==> config.mk <==
export PLATFORM = sky130hd
export DESIGN_NAME = shared_mem_arbiter
export DESIGN_NICKNAME = d
export VERILOG_FILES = /design/src/rtl/shared_mem_arb_pkg.sv /design/src/rtl/shared_mem_rr_pick.sv /design/src/rtl/shared_mem_arbiter.sv
export SDC_FILE = /design/constraint.sdc
export NUM_CORES = 1
export LEC_CHECK = 0
export CAP_MARGIN = 5
export CORE_AREA = 2 2 138 140
export CTS_CLUSTER_SIZE = 16
export DETAILED_ROUTE_END_ITERATION = 8
export DIE_AREA = 0 0 140 142
export GPL_TIMING_DRIVEN = 0
export PLACE_DENSITY = 0.58
export SYNTH_ARGS = -nofsm -noshare
export SYNTH_HDL_FRONTEND = slang
export SYNTH_SLANG_ARGS = --single-unit
==> constraint.sdc <==
create_clock -name clk -period 3.3 [get_ports clk]
set_clock_uncertainty 0.1 [all_clocks]
set_input_delay 0.33 -clock clk [delete_from_list [all_inputs] [get_ports clk]]
set_output_delay 0.33 -clock clk [all_outputs]
set_load 0.01 [all_outputs]
==> src/rtl/shared_mem_arb_pkg.sv <==
// Shared definitions for the shared-memory arbiter: lock FSM states,
// default parameter values and the master-index width helper.
package shared_mem_arb_pkg;

  typedef enum logic {
    UNLOCKED = 1'b0,
    LOCKED   = 1'b1
  } lock_state_t;

  localparam int DEF_NUM_MASTERS  = 4;
  localparam int DEF_ADDR_W       = 16;
  localparam int DEF_DATA_W       = 32;
  localparam int DEF_LOCK_TIMEOUT = 256;

  function automatic int idx_width(input int num_masters);
    return (num_masters > 1) ? $clog2(num_masters) : 1;
  endfunction

endpackage

==> src/rtl/shared_mem_rr_pick.sv <==
// Combinational round-robin picker: first eligible requester at or after
// rr_ptr, scanning upward with wrap-around.
module shared_mem_rr_pick
  import shared_mem_arb_pkg::*;
#(
  parameter  int NUM_MASTERS = DEF_NUM_MASTERS,
  localparam int IW          = idx_width(NUM_MASTERS)
) (
  input  logic [NUM_MASTERS-1:0] req,
  input  logic [IW-1:0]          rr_ptr,
  output logic [NUM_MASTERS-1:0] grant,
  output logic [IW-1:0]          grant_idx,
  output logic                   any_grant
);

  localparam int IW1 = IW + 1;

  logic [IW-1:0]          cand_idx    [NUM_MASTERS];
  logic [IW-1:0]          idx_masked  [NUM_MASTERS];
  logic [NUM_MASTERS-1:0] hit;
  logic [NUM_MASTERS-1:0] first_hit;

  // hit[gi] means the master gi positions after rr_ptr is requesting, so the
  // lowest set bit of hit is the round-robin winner.
  generate
    for (genvar gi = 0; gi < NUM_MASTERS; gi++) begin : g_cand
      logic [IW1-1:0] sum;
      assign sum = {1'b0, rr_ptr} + IW1'(gi);
      assign cand_idx[gi]   = (sum >= IW1'(NUM_MASTERS)) ? IW'(sum - IW1'(NUM_MASTERS))
                                                         : sum[IW-1:0];
      assign hit[gi]        = req[cand_idx[gi]];
      assign idx_masked[gi] = first_hit[gi] ? cand_idx[gi] : '0;
      assign grant[gi]      = any_grant && (grant_idx == IW'(gi));
    end
  endgenerate

  assign first_hit = hit & (-hit);
  assign any_grant = |hit;

  always_comb begin
    grant_idx = '0;
    for (int k = 0; k < NUM_MASTERS; k++) begin
      grant_idx = grant_idx | idx_masked[k];
    end
  end

endmodule

==> src/rtl/shared_mem_arbiter.sv <==
// Round-robin arbiter sharing one single-port memory between NUM_MASTERS
// Avalon-MM masters, with 1-cycle read return and a timeout-bounded lock.
module shared_mem_arbiter
  import shared_mem_arb_pkg::*;
#(
  parameter int NUM_MASTERS  = DEF_NUM_MASTERS,
  parameter int ADDR_W       = DEF_ADDR_W,
  parameter int DATA_W       = DEF_DATA_W,
  parameter int LOCK_TIMEOUT = DEF_LOCK_TIMEOUT
) (
  input  logic                            clk,
  input  logic                            reset_n,
  input  logic [NUM_MASTERS*ADDR_W-1:0]   m_address,
  input  logic [NUM_MASTERS*DATA_W/8-1:0] m_byteenable,
  input  logic [NUM_MASTERS-1:0]          m_read,
  input  logic [NUM_MASTERS-1:0]          m_write,
  input  logic [NUM_MASTERS*DATA_W-1:0]   m_writedata,
  input  logic [NUM_MASTERS-1:0]          m_lock,
  output logic [NUM_MASTERS-1:0]          m_waitrequest,
  output logic [DATA_W-1:0]               m_readdata,
  output logic [NUM_MASTERS-1:0]          m_readdatavalid,
  output logic [ADDR_W-1:0]               mem_address,
  output logic [DATA_W/8-1:0]             mem_byteenable,
  output logic                            mem_chipselect,
  output logic                            mem_write,
  output logic [DATA_W-1:0]               mem_writedata,
  output logic                            mem_clken,
  input  logic [DATA_W-1:0]               mem_readdata,
  output logic [NUM_MASTERS-1:0]          lock_err,
  input  logic                            lock_err_clr
);

  localparam int IW   = idx_width(NUM_MASTERS);
  localparam int BE_W = DATA_W / 8;
  localparam int CW   = $clog2(LOCK_TIMEOUT);
  localparam logic [CW-1:0] CNT_LAST = CW'(LOCK_TIMEOUT - 1);
  localparam logic [IW-1:0] LAST_IDX = IW'(NUM_MASTERS - 1);

  lock_state_t            state_reg, state_next;
  logic [IW-1:0]          rr_ptr_reg, rr_ptr_next;
  logic [IW-1:0]          owner_reg, owner_next;
  logic [CW-1:0]          lock_cnt_reg, lock_cnt_next;
  logic [NUM_MASTERS-1:0] lock_err_reg, lock_err_next;
  logic                   rd_pend_reg;
  logic [IW-1:0]          rd_owner_reg;

  logic [NUM_MASTERS-1:0] req, owner_mask, eligible, grant_raw, grant;
  logic [IW-1:0]          grant_idx;
  logic                   any_raw, accept, accept_read;

  logic [ADDR_W-1:0] addr_arr [NUM_MASTERS];
  logic [BE_W-1:0]   be_arr   [NUM_MASTERS];
  logic [DATA_W-1:0] wd_arr   [NUM_MASTERS];

  function automatic logic [IW-1:0] inc_wrap(input logic [IW-1:0] i);
    return (i == LAST_IDX) ? '0 : i + IW'(1);
  endfunction

  generate
    for (genvar gi = 0; gi < NUM_MASTERS; gi++) begin : g_slice
      assign addr_arr[gi]        = m_address[gi*ADDR_W +: ADDR_W];
      assign be_arr[gi]          = m_byteenable[gi*BE_W +: BE_W];
      assign wd_arr[gi]          = m_writedata[gi*DATA_W +: DATA_W];
      assign owner_mask[gi]      = (owner_reg == IW'(gi));
      assign m_readdatavalid[gi] = reset_n && rd_pend_reg && (rd_owner_reg == IW'(gi));
    end
  endgenerate

  assign req      = m_read | m_write;
  assign eligible = (state_reg == LOCKED) ? (req & owner_mask) : req;

  shared_mem_rr_pick #(.NUM_MASTERS(NUM_MASTERS)) u_pick (
    .req       (eligible),
    .rr_ptr    (rr_ptr_reg),
    .grant     (grant_raw),
    .grant_idx (grant_idx),
    .any_grant (any_raw)
  );

  // Nothing is accepted while reset is held, even though the inputs may be live.
  assign accept      = any_raw && reset_n;
  assign grant       = accept ? grant_raw : '0;
  assign accept_read = accept && m_read[grant_idx] && !m_write[grant_idx];

  assign m_waitrequest  = ~grant;
  assign m_readdata     = mem_readdata;
  assign mem_chipselect = accept;
  assign mem_write      = accept && m_write[grant_idx];
  assign mem_address    = accept ? addr_arr[grant_idx] : '0;
  assign mem_byteenable = accept ? be_arr[grant_idx]   : '0;
  assign mem_writedata  = accept ? wd_arr[grant_idx]   : '0;
  assign mem_clken      = 1'b1;
  assign lock_err       = lock_err_reg;

  always_comb begin
    state_next    = state_reg;
    owner_next    = owner_reg;
    lock_cnt_next = lock_cnt_reg;
    rr_ptr_next   = rr_ptr_reg;
    lock_err_next = lock_err_reg;
    if (lock_err_clr) lock_err_next = '0;
    if (accept) rr_ptr_next = inc_wrap(grant_idx);
    case (state_reg)
      UNLOCKED: begin
        if (accept && m_lock[grant_idx]) begin
          state_next    = LOCKED;
          owner_next    = grant_idx;
          lock_cnt_next = '0;
        end
      end
      LOCKED: begin
        lock_cnt_next = lock_cnt_reg + CW'(1);
        // The owner either transfers or idles here, so both voluntary
        // release paths reduce to the owner dropping m_lock.
        if (!m_lock[owner_reg]) begin
          state_next    = UNLOCKED;
          lock_cnt_next = '0;
        end else if (lock_cnt_reg == CNT_LAST) begin
          state_next               = UNLOCKED;
          lock_cnt_next            = '0;
          lock_err_next[owner_reg] = 1'b1;
          rr_ptr_next              = inc_wrap(owner_reg);
        end
      end
      default: state_next = UNLOCKED;
    endcase
  end

  always_ff @(posedge clk) begin
    if (!reset_n) begin
      state_reg    <= UNLOCKED;
      owner_reg    <= '0;
      lock_cnt_reg <= '0;
      rr_ptr_reg   <= '0;
      lock_err_reg <= '0;
      rd_pend_reg  <= 1'b0;
      rd_owner_reg <= '0;
    end else begin
      state_reg    <= state_next;
      owner_reg    <= owner_next;
      lock_cnt_reg <= lock_cnt_next;
      rr_ptr_reg   <= rr_ptr_next;
      lock_err_reg <= lock_err_next;
      rd_pend_reg  <= accept_read;
      rd_owner_reg <= grant_idx;
    end
  end

endmodule

== Word-level counts from Yosys, hierarchy flattened ==
Cells that the tools add are included.
Storage, ports and cells
  register bits: 20
  word-level logic and storage cells: 130
  input port bits: 255
  output and inout bits: 99
Operators by class
  magnitude comparators: 12
  eq/ne operators: 11
  add/subtract/negate cells: 11
  bitwise logic cells: 10
  muxes and demuxes: 58
  reductions and logical operators: 21
Operators with widths (count)
  two-way mux 32 bit: 3
  binary-select mux 32 bit (select 2 bit): 1
  two-way mux 16 bit: 3
  two-way mux 4 bit: 9
  binary-select mux 16 bit (select 2 bit): 1
  two-way mux 2 bit: 14
  two-way mux 8 bit: 3
  less-than comparator 2 x 3 -> 1 bit, second input constant: 6
  binary-select mux 1 bit (select 2 bit): 8
  one-hot mux 8 bit (2 select lines): 1
  logical AND 1 bit: 15
  == test 2 bit, second input constant: 6
  greater-or-equal comparator 3 bit, second input constant: 4
  two-way mux 1 bit: 12
  adder 8 x 1 -> 8 bit, second input constant: 1
  bitwise AND 4 bit: 2
  binary-select mux 4 bit (select 2 bit): 1
  == test 8 bit, second input constant: 1
  OR 4 bit: 2
  subtractor 2 x 1 -> 2 bit, second input constant: 4
  adder 2 x 2 -> 3 bit, second input constant: 2
  == test 2 x 1 -> 1 bit, second input constant: 3
  zero test 2 bit: 3
  OR 2 bit: 3
  other kinds (14): 15

== Logic depth before layout (Yosys ltp) ==
  word-level depth: 17
  mapped depth: 14
  gate-level depth less buffers: 12

== By module ==
Synthesis repeated with hierarchy kept, for this count alone.
Second synthesis, totals
  cells, all modules: 325
  area, all modules: 3218.1 µm²
By module, submodules not included
  shared_mem_arbiter: instances 1, cells an instance 295, area an instance 3007.9 µm², sequential area each 400.4 µm²
  shared_mem_rr_pick: instances 1, cells an instance 30, area an instance 210.2 µm², sequential area each 0.0 µm²

== Least setup slack after synthesis ==
OpenSTA, ideal clock, no wires.
  kind: register to output
  start: register owner_reg[0]
  end: output port mem_writedata[23]
  data required time: 2.870 ns
  arrival time: 2.360 ns
  slack: 0.510 ns
  path buffers: 2
  cell stages (with the launch flop): 12
  path through: dfxtp_1 > inv_1 > ha_1 > and2b_1 > nor2_2 > a311oi_2 > nand2_1 > buf_6 > buf_6 > mux2_2 > nor2_1 > a311oi_1
Between the ends
  longest elaborated chain between the ends: 16
  elaborated cells on any way between the ends: 30
  classes of those cells: add/sub: 1; eq/ne: 3; mux: 17; bitwise: 6; reduce/logical: 3
Ends and longest elaborated chain
  from (decl): RTL line shared_mem_arbiter.sv:41  | logic [IW-1:0] owner_reg, owner_next;
  from (signal assigned): RTL line shared_mem_arbiter.sv:140  | owner_reg <= owner_next;
  == test 2 x 1 -> 1 bit (tied with other cells): RTL line shared_mem_arbiter.sv:64  | assign owner_mask[gi] = (owner_reg == IW'(gi));
  bitwise AND 4 bit *: RTL line shared_mem_arbiter.sv:70  | assign eligible = (state_reg == LOCKED) ? (req & owner_mask) : req;
  two-way mux 4 bit *: RTL line shared_mem_arbiter.sv:70
  binary-select mux 1 bit (select 2 bit): RTL line shared_mem_rr_pick.sv:31  | assign hit[gi] = req[cand_idx[gi]];
  two-way mux 1 bit (not written as such): RTL line shared_mem_rr_pick.sv:31
  negator 4 bit: RTL line shared_mem_rr_pick.sv:37  | assign first_hit = hit & (-hit);
  bitwise AND 4 bit: RTL line shared_mem_rr_pick.sv:37
  two-way mux 2 bit: RTL line shared_mem_rr_pick.sv:32  | assign idx_masked[gi] = first_hit[gi] ? cand_idx[gi] : '0;
  OR 2 bit (3 in a row): RTL line shared_mem_rr_pick.sv:43  | grant_idx = grant_idx | idx_masked[k];
  inverter 2 -> 3 bit (not written as such): RTL line shared_mem_arbiter.sv:91  | assign mem_writedata = accept ? wd_arr[grant_idx] : '0;
  binary-select mux 32 bit (select 2 bit): RTL line shared_mem_arbiter.sv:91
  two-way mux 32 bit (not written as such) (2 in a row): RTL line shared_mem_arbiter.sv:91
  two-way mux 32 bit *: RTL line shared_mem_arbiter.sv:91
  to (decl): RTL line shared_mem_arbiter.sv:26  | output logic [DATA_W-1:0] mem_writedata,
Every way passes the cells marked *; elsewhere a longest branch is shown, timed or not. The select of a mux whose other input is x is not followed.

== Worst setup path after layout ==
  start: input port m_write[2]
  end: output port mem_writedata[13]
Between the ends
  longest elaborated chain between the ends: 16
  elaborated cells on any way between the ends: 27
  classes of those cells: add/sub: 1; mux: 17; bitwise: 7; reduce/logical: 2
Ends and longest elaborated chain
  from (decl): RTL line shared_mem_arbiter.sv:16  | input logic [NUM_MASTERS-1:0] m_write,
  OR 4 bit *: RTL line shared_mem_arbiter.sv:69  | assign req = m_read | m_write;
  bitwise AND 4 bit: RTL line shared_mem_arbiter.sv:70
  two-way mux 4 bit *: RTL line shared_mem_arbiter.sv:70
  binary-select mux 1 bit (select 2 bit): RTL line shared_mem_rr_pick.sv:31
  two-way mux 1 bit (not written as such): RTL line shared_mem_rr_pick.sv:31
  negator 4 bit: RTL line shared_mem_rr_pick.sv:37
  bitwise AND 4 bit: RTL line shared_mem_rr_pick.sv:37
  two-way mux 2 bit: RTL line shared_mem_rr_pick.sv:32
  OR 2 bit (3 in a row): RTL line shared_mem_rr_pick.sv:43
  inverter 2 -> 3 bit (not written as such): RTL line shared_mem_arbiter.sv:91
  binary-select mux 32 bit (select 2 bit): RTL line shared_mem_arbiter.sv:91
  two-way mux 32 bit (not written as such) (2 in a row): RTL line shared_mem_arbiter.sv:91
  two-way mux 32 bit *: RTL line shared_mem_arbiter.sv:91
Marked as above.

==> metrics <==
status finished, violations left; failing checks design-rule violations; crit path time final 3250 ps; ys async rst share 0%; max incr delay on CP 420 ps; Final Non-Filler Cells 1,051; Critical Path Source Type primary input; Crit. End Element output pin; clk sink count 20; gr ovfl total 0; crit path DAT 2820 ps; Max VDD drop 0.000243 V; fmax 0.308 GHz; worst path required time 2870 ps; antenna violations before repair 0; xor-xnor portion of the synthesized cell area 0%; Post-Place Worst Slack -730 ps; DIE HEIGHT 142 um; first-pass GRT wire length 25.4 mm; CTS tree built; die width 140 um; Setup CP Type primary input to output pin; Iter 0 DRT Violations 244; final setup violation count 0; max reg flops 8; clk buf depth 2; CTS buffer count 3; vias 4,713; Initial Utilization 18.3%; area of the multi-input gates 2630 um^2; mapped cell area 3370 um^2; final worst slack 54.6 ps; number of vias per cell 4.48; mux cell area share after synthesis 19.7%; Routed WL 17.9 mm; Fillers 1,968; post-synth cell types 49; Inst Count DP 1,038; part of the cycle the worst path needs 98.3%; crit path cell chain clkdlybuf4s50_1, nor2_1, nor2_4, a311oi_2, nand2_2, buf_12, buf_12, mux2_2, nor2_1, a311oi_2, buf_2; Post-synth EDFFs 0; Slowest cell on crit path clkdlybuf4s50_1; Syn Nets 749; Final ANT Viol Nets 0; Post-Syn Instances 485; NumNets Final 1,082; Syn. warnings 0; Detailed Routing Iterations Pass 1 7; Final Hold Viols 0; largest net degree at the start of global routing 13; die area 19,900 um^2; Mean Syn Cell Area 6.96 um^2; Remaining DRCs 18; Power Total 3990 uW; PD cells 553 nW/um^2; Crit Path Max Fanout 6; main combinational cell family by area after synthesis simple AND/OR/NAND/NOR gates; DR WL/cell 17.0 um; max-slew violation count 0; IO Port Bufs 319; Pleak 0.00292 uW; Max-Cap Viols 0; GPL Wtd Cong 0.829; Rows 50; register area share after synthesis 11.9%; Synth Area in Simple Gates 26.8%; Relative slew margins 62.1%; worst hold-check path type flop to flop; total core area 18,500 um^2; vias in the first global route 4,547; Synth Register Bits 20; Layout area overhead 114%; Clk Latency, worst-skew pair 250 ps; Clock transition at path regs 60 ps; CTS H-tree depth 1; Post-DP HPWL 14.3 mm; Slew @ Worst Pin 567 ps; sequential cell area 409 um^2; CTS root buf clkbuf_16; share of post-route cells with drive strength above 1 24.0%; Synth Area in Adders 3.34%; GR Util All Layers 16.0%; Compound-Gate Fraction of Synth Area 23.8%; setup tns final 0 ps; Post-synth top flop dfxtp_1; antenna cells 0; I/O pins 354
## path summary, 6_finish.rpt
check	cells past startpoint	from	end	slack, ps
min	1	lock_cnt_reg[0]$_SDFFE_PN0P_	lock_cnt_reg[0]$_SDFFE_PN0P_	430
max	11	m_write[2]	mem_writedata[13]	50
min reg2reg	1	lock_cnt_reg[0]$_SDFFE_PN0P_	lock_cnt_reg[0]$_SDFFE_PN0P_	430
max reg2reg	14	owner_reg[0]$_SDFFE_PN0P_	rr_ptr_reg[1]$_SDFF_PN0_	610
## final cells by class
type                       count  share of cell area (%)
timing repair buffer         328                    42.9
multi-input combinational    383                    36.4
sequential                    20                    5.67
clock buffer                   3                    1.04
buffer                        69                    8.65
inverter                      13                   0.815
tap                          234                    4.06
clock inverter                 1                   0.416
## synth_stat cells (2+ instances only)
master / count / share of area [%]
or2_2: 2 / 0.37
nor2_1: 68 / 7.6
a32o_1: 2 / 0.59
a2111oi_2: 2 / 0.89
buf_4: 33 / 7.3
a311oi_1: 52 / 13
nor2b_1: 4 / 0.74
nor3_1: 2 / 0.30
o21ai_0: 3 / 0.44
clkbuf_1: 11 / 1.2
buf_6: 5 / 1.7
nand2_1: 121 / 13
mux2_2: 34 / 11
mux2i_1: 3 / 0.89
a31o_1: 6 / 1.6
buf_2: 14 / 2.1
clkinv_1: 2 / 0.22
dfxtp_1: 20 / 12
nand2b_1: 6 / 1.1
ha_1: 9 / 3.3
mux2_1: 19 / 6.3
and2_1: 4 / 0.74
and3_1: 2 / 0.37
a21oi_1: 15 / 2.2
inv_1: 10 / 1.1
nand3_1: 7 / 1.0
o22ai_1: 2 / 0.37
buf_1: 6 / 0.67
## critical path: cells and delay by family
| family | cells | cell delay (ps) |
|---|---|---|
| mux | 1 | 240 |
| simple gates | 4 | 640 |
| compound gates | 2 | 660 |
| buf+inv | 4 | 930 |
## per-stage QoR
stage	utilization (%)	hold WS, ps	cell area [um^2]
final	39.1	432	7220
after global placement	37.2	407	6860
after floorplan	-	388	3370
after CTS	38.6	419	7130
after global routing	39.1	441	7220
after detailed placement	37.2	415	6860
## per-layer routing
| metal | global-route usage, % | part of all wire [%] | vias up |
|---|---|---|---|
| li1 | - | - | 2347 |
| met1 | 19.9 | 41 | 2131 |
| met2 | 28.9 | 51 | 223 |
| met3 | 3.80 | 7.7 | 12 |
| met4 | 2.29 | 1.2 | 0 |
| met5 | 0 | 0 | - |
## repair_timing
item | 4_1_cts | 5_1_grt
setup buffers | 3 | 4
resized for setup | 164 | 132
hold buffers | 0 | 0
setup endpoints to repair | 57 | 56
cloned | 0 | 2
pin swaps | 4 | 8
endpoints found under the hold margin | 0 | 0
## report_power, final
part           internal (uW)  total, uW  switching (uW)
clock                    241        340            99.2
sequential               280        337            56.9
combinational           1650       3310            1670
total                   2170       3990            1820
## cells by family (layout without fill, tap and decap cells)
kind of cell,Yosys count,in the layout
AND/OR/NAND/NOR,221,221
AO/OA/AOI/OAI,94,94
buffers and inverters,82,414
multiplexers,58,58
flip-flops,20,20
adder cells (fa/ha/maj),9,9
other,1,1
## cells in the final DEF, fill, tap and decap left out, types with 4 or more instances in the layout
cell type        synthesis  routed
clkdlybuf4s50_1          0     262
inv_1                   10       9
clkbuf_2                 0      34
a311oi_1                52      40
clkbuf_4                 0       4
nand3_1                  7       7
a31o_1                   6       6
buf_6                    5      11
nand2_1                121     120
a311oi_2                 1      13
nor2_1                  68      66
nand2b_1                 6       6
ha_1                     9       7
a21oi_1                 15      15
dlygate4sd2_1            0      10
and2_1                   4       4
buf_8                    0       4
buf_2                   14      15
mux2_2                  34      35
nor2b_1                  4       4
dfxtp_1                 20      17
mux2_1                  19      18
buf_4                   33      42
buf_12                   0       6
clkbuf_16                0       5
No activity file was read; power rests on OpenSTA's default activity.
